==> src/rtl/bfloat16_accum_ctrl.sv <==
// bfloat16_accum_ctrl: sequences elements through an external bfloat16 adder into a running sum
module bfloat16_accum_ctrl #(
    parameter int ADD_LAT = 2
) (
    input  logic        clk,
    input  logic        rst_n,
    input  logic        in_valid,
    output logic        in_ready,
    input  logic [15:0] in_data,
    input  logic        in_last,
    output logic [15:0] add_a,
    output logic [15:0] add_b,
    input  logic [15:0] add_out,
    output logic        out_valid,
    input  logic        out_ready,
    output logic [15:0] out_data,
    output logic [7:0]  out_count
);
    localparam int WW = $clog2(ADD_LAT + 2);

    typedef enum logic [1:0] {IDLE, ACCUM, WAIT, DONE} state_t;

    state_t        state_q, state_d;
    logic [15:0]   acc_q, acc_d;
    logic [15:0]   add_a_q, add_a_d;
    logic [15:0]   add_b_q, add_b_d;
    logic [7:0]    cnt_q, cnt_d;
    logic [WW-1:0] wait_q, wait_d;
    logic          last_q, last_d;
    logic          accept;

    assign in_ready  = (state_q == IDLE) || (state_q == ACCUM);
    assign accept    = in_valid && in_ready;
    assign out_valid = state_q == DONE;
    assign out_data  = acc_q;
    assign out_count = cnt_q;
    assign add_a     = add_a_q;
    assign add_b     = add_b_q;

    // next-state: first element seeds acc, later ones go through the adder and wait out its latency
    always_comb begin
        state_d = state_q;
        acc_d   = acc_q;
        add_a_d = add_a_q;
        add_b_d = add_b_q;
        cnt_d   = cnt_q;
        wait_d  = wait_q;
        last_d  = last_q;
        case (state_q)
            IDLE: if (accept) begin
                acc_d   = in_data;
                cnt_d   = 8'd1;
                state_d = in_last ? DONE : ACCUM;
            end
            ACCUM: if (accept) begin
                add_a_d = acc_q;
                add_b_d = in_data;
                wait_d  = WW'(ADD_LAT);
                last_d  = in_last;
                cnt_d   = (cnt_q == 8'hFF) ? cnt_q : cnt_q + 8'd1;
                state_d = WAIT;
            end
            WAIT: if (wait_q != '0) begin
                wait_d = wait_q - 1'b1;
            end else begin
                acc_d   = add_out;
                state_d = last_q ? DONE : ACCUM;
            end
            DONE: if (out_ready) state_d = IDLE;
            default: state_d = IDLE;
        endcase
    end

    // state and datapath registers, cleared asynchronously so a partial sum is dropped
    always_ff @(posedge clk or negedge rst_n) begin
        if (!rst_n) begin
            state_q <= IDLE;
            acc_q   <= '0;
            add_a_q <= '0;
            add_b_q <= '0;
            cnt_q   <= '0;
            wait_q  <= '0;
            last_q  <= 1'b0;
        end else begin
            state_q <= state_d;
            acc_q   <= acc_d;
            add_a_q <= add_a_d;
            add_b_q <= add_b_d;
            cnt_q   <= cnt_d;
            wait_q  <= wait_d;
            last_q  <= last_d;
        end
    end
endmodule

==> config.mk <==
export PLATFORM = sky130hd
export DESIGN_NAME = bfloat16_accum_ctrl
export DESIGN_NICKNAME = d
export VERILOG_FILES = /design/src/rtl/bfloat16_accum_ctrl.sv
export SDC_FILE = /design/constraint.sdc
export NUM_CORES = 1
export LEC_CHECK = 0
export ABC_AREA = 1
export CAP_MARGIN = 30
export CORE_ASPECT_RATIO = 1.4
export CORE_MARGIN = 10
export CORE_UTILIZATION = 48
export DETAILED_ROUTE_END_ITERATION = 6
export PLACE_DENSITY_LB_ADDON = 0.05
export SYNTH_ARGS = -nofsm -noshare
export SYNTH_HDL_FRONTEND = slang
export SYNTH_SLANG_ARGS = --single-unit
==> constraint.sdc <==
create_clock -name clk -period 3.8 [get_ports clk]
set_input_delay 0.76 -clock clk [delete_from_list [all_inputs] [get_ports clk]]
set_output_delay 0.76 -clock clk [all_outputs]
set_load 0.02 [all_outputs]
# Yosys cells after proc, flatten, opt, wreduce, memory -nomap -nowiden
# Cells that the tools add are included.
[totals]
reg_bits = 61
input_bits = 37
output_inout_bits = 58
elab_cells = 47
[op_classes]
addsub = 2
n_eq_ne = 10
muxes = 16
reduce_logical = 12
[ops]
columns = ["operator", "count"]
rows = [
  ["16-bit 2-to-1 mux", 2],
  ["16-bit case mux with 2 select lines", 1],
  ["8-bit 2-to-1 mux", 3],
  ["8-bit case mux with 2 select lines", 1],
  ["2-bit 2-to-1 mux", 7],
  ["2-bit != test, second input constant", 5],
  ["8-bit by 1-bit adder with 8-bit output, second input constant", 1],
  ["8-bit == test, second input constant", 1],
  ["2-bit case mux with 4 select lines", 1],
  ["4-bit AND reduction", 2],
  ["2-bit nonzero test", 4],
  ["3-bit AND reduction", 2],
  ["2-bit == test, second input constant", 2],
  ["2-bit case mux with 2 select lines", 1],
  ["2-bit by 1-bit == test with 1-bit output, second input constant", 1],
  ["2-bit zero test", 1],
  ["2-bit by 1-bit != test with 1-bit output, second input constant", 1],
  ["2-bit AND reduction", 1],
  ["2-bit by 1-bit subtractor with 2-bit output, second input constant", 1],
  ["1-bit logical AND", 1],
  ["1-bit logical OR", 1],
]

# Depth between registers and ports, before layout
[depth]
ltp_word = 5
ltp_mapped = 9
ltp_nobuf = 8

# Worst setup path before layout
# OpenSTA, ideal clock, no wires.
[synth_timing]
path_kind = "reg2reg"
from = "register cnt_q[1], in the netlist out_count[1]"
to = "register cnt_q[0], in the netlist out_count[0]"
setup_time_ps = 126
arrival_ps = 1417
slack_ps = 2257
path_stages_with_launch = 8
n_path_buf = 1
period_less_slack_ps = 1543
path_cell_list = "dfrtp_1 -> ha_1 -> nand2_1 -> nor2_1 -> nand3_1 -> nand2_1 -> buf_4 -> o21ai_0"
[synth_via]
elab_chain_cells = 3
[synth_rtl]
columns = ["element", "line", "rtl"]
rows = [
  ["start, declared", "27", "logic [7:0] cnt_q, cnt_d;"],
  ["start signal, assigned", "89", "cnt_q <= cnt_d;"],
  ["8-bit == test", "60", "cnt_d = (cnt_q == 8'hFF) ? cnt_q : cnt_q + 8'd1;"],
  ["2-bit != test (no line)", "--", ""],
  ["4-bit AND reduction (no line)", "--", ""],
]
# Every way passes these cells.
# A chain may end at the register's enable or synchronous reset.

# Final worst setup path
[layout_timing]
from = "register state_q[1]"
to = "output port out_valid"
[layout_via]
elab_chain_cells = 1
[layout_rtl]
columns = ["element", "line", "rtl"]
rows = [
  ["start, declared", "23", "state_t state_q, state_d;"],
  ["start signal, assigned", "85", "state_q <= state_d;"],
  ["2-bit == test", "34", "assign out_valid = state_q == DONE;"],
  ["end, declared", "14", "output logic out_valid,"],
]
# Every way passes these cells.

==> results.toml <==
[critical_path]
reg2reg_depth = 6
critPathArrivalTime_ns = 1.69
critPathSlowestCell = "dfrtp_1"
path_max_fanout = 10
end_kind = "output port"
r2r-end = "out_data[12]"
cp.depth = 3
crit_end = "out_valid"
cp-start-kind = "flip-flop"
rrSetupSlack_ns = 2.04
crit_chain = "nand2_1, inv_1, clkdlybuf4s50_1"
path_buf_inv = 2
worstSetupPathType = "reg2out"
r2r_start = "state_q[1]"
critPathMaxStageDelay_ns = 0.60
crit_start = "state_q[1]"
crit_family = "buffers and inverters"
required_ns = 3.04

[final_layout]
drive_above_1_share_pct = 5.90
antenna_cells = 0
final_cells = 492
final_util_pct = 70.2
nFillCells = 478
syn2layout_area_growth_pct = 41.3
multi_input_area_um2 = 960
nets = 459
final-seq-area_um2 = 1530

[sta]
rsz0062_at_grt = "no"
tightest_slew_ns = 0.791
finClkSkew_ns = 0.00883
setup_ws_ns = 1.35
min_period_over_period_pct = 64.4
fin_tns_setup_ns = 0
period_needed_ns = 2.45
slew-limit-headroom_pct = 47.3
max_freq_mhz = 408
hold_viol = 0
setup_viol = 0
drv_slew = 0

[yosys]
synth.most_common_cell = "nand2_1"
synthFlopType = "dfrtp_1"
netlist_top_cells_count = "nand2_1 (76), dfrtp_1 (61), inv_1 (48), o21ai_1 (29), o21ai_0 (28)"
syn_nets = 367
ys_ff_latch = 61
syn_inst = 328
postSynthAreaPerCell_um2 = 8.43
synth_cell_type_count = 26
synth_top_cell_area_share_pct = 55.2
yosysTopAreaCell = "dfrtp_1"
synth_edf_count = 0
synthesis.area_um2 = 2770
yosysSeqAreaShare_pct = 55.2
synth_top_cells_by_area = "dfrtp_1 (55%), nand2_1 (10%), inv_1 (6.5%), o21ai_1 (5.2%), o21ai_0 (5.1%)"
yosysWarningCount = 0
async_flop_share_pct = 100

[detailed_routing]
first_pass_iters = 4
routed_wl_um = 7060
via_per_inst = 4.79
wl_per_cell_um = 14.4
drt_iter0_markers = 88
drc = 0
ant_nets = 0
via_count = 2357

[floorplanning]
core_area_um2 = 5570
io_pins = 95
start_util_pct = 49.7
rows = 32
die-area_um2 = 9240
fp.dieW_um = 84.1
die_y_um = 110

[clock_tree]
cts.sinks = 61
clk_latency_ns = 0.33
cts_buffer_depth = 2
cts_resized = 0
path_clk_slew_ns = 0.06
htree_levels = 3
post-cts-setup-buffers = 0
cts_tree = "built"
cts_buffers = 9
holdBufCountCts = 0
cts-root-buf = "clkbuf_8"

[global_routing]
overflow = 0
grt_pass1_vias = 2415
grt_use_total_pct = 15.6
grt_max_degree = 68
antenna_found_initial = 0
grt_pass1_wl_um = 11700

[job]
cap_violations = 0

[placed_design]
port_buffers = 94
dp.final_hpwl_um = 5290
placed_cells = 477
dp_slack_ns = 1.36
gp_congestion = 0.753

[hold_path]
hold_class = "reg2reg"

[power_and_ir_drop]
power_density_nw_per_um2 = 861
vdd_drop_max_uv = 484
p_leak_nw = 1.86
finalPower_mw = 3.36

[status]
run_status = "completed"
-- stage by stage --
step	cell area [um^2]	hold slack [ns]
finish	3910	0.484
global route	3910	0.507
CTS	3910	0.489
detailed placement	3730	0.472
global placement	3700	0.465
floorplan	2770	0.459
-- worst reg2reg max path, delay by kind of cell (launching register included) --
family	cells	cell delay, ns
AOI/OAI and AO/OA	1	0.20
buffers and inverters	1	0.14
DFF	1	0.53
and+or+nand+nor	4	0.76
-- sequential cells by signal (all words and copies together), names as in the netlist --
signal and flops:
out_data 16, add_a 16, out_count 8, last_q 1
add_b 16, wait_q 2, state_q 2
-- worst min path at each step --
stage / from / end / depth (start not counted)
2_1_floorplan: rst_n / add_a[0] / 0
3_3_place_gp: add_b[0] / add_b[0] / 2
3_5_place_dp: add_b[1] / add_b[1] / 2
4_1_cts: add_b[1] / add_b[1] / 2
5_1_grt: add_b[0] / add_b[0] / 2
6_report: add_b[1] / add_b[1] / 2
-- per-layer routing --
metal,GRT usage (%),wire (um),part of all wire [%]
met5,0,0,0
met4,5.40,105,1.5
met3,7.85,692,9.8
met2,27.6,3570,51
met1,15.5,2690,38
-- layout by cell type (no fill, tap or decap), types with 2 or more instances in the layout --
cell,synthesis,layout
clkbuf_1,2,2
o21ai_2,2,2
clkdlybuf4s50_1,0,93
nand3_1,11,11
o21ai_0,28,28
o21ai_1,29,29
a21oi_1,19,19
clkbuf_8,0,12
nand2_1,76,76
inv_1,48,48
nor2_1,26,26
dfrtp_1,61,61
ha_1,2,2
-- power by group --
group / internal [mW] / leakage (nW) / switching, mW / total, mW
Combinational: 0.742 / 1.00 / 0.982 / 1.72
Sequential: 0.936 / 0.763 / 0.190 / 1.13
Clock: 0.286 / 0.0926 / 0.229 / 0.515
Total: 1.96 / 1.86 / 1.40 / 3.36
-- area by class of cell --
| type | count | area share [%] |
|---|---|---|
| Clock buffer | 14 | 4.42 |
| Clock inverter | 1 | 0.128 |
| Inverter | 49 | 4.77 |
| Multi-Input combinational cell | 203 | 24.6 |
| Sequential cell | 61 | 39.1 |
| Tap cell | 68 | 2.18 |
| Timing Repair Buffer | 96 | 24.9 |
-- cell families (layout without fill, tap and decap cells) --
group,count (synthesis),count (layout),synth area share (%)
multiplexers,1,1,0.543
AND/OR/NAND/NOR,121,121,18.6
adder cells (fa/ha/maj),2,2,0.905
flip-flops,61,61,55.2
AO/OA/AOI/OAI,79,79,14.6
buffers and inverters,64,160,10.1
Power figures use the tool's default switching activity.
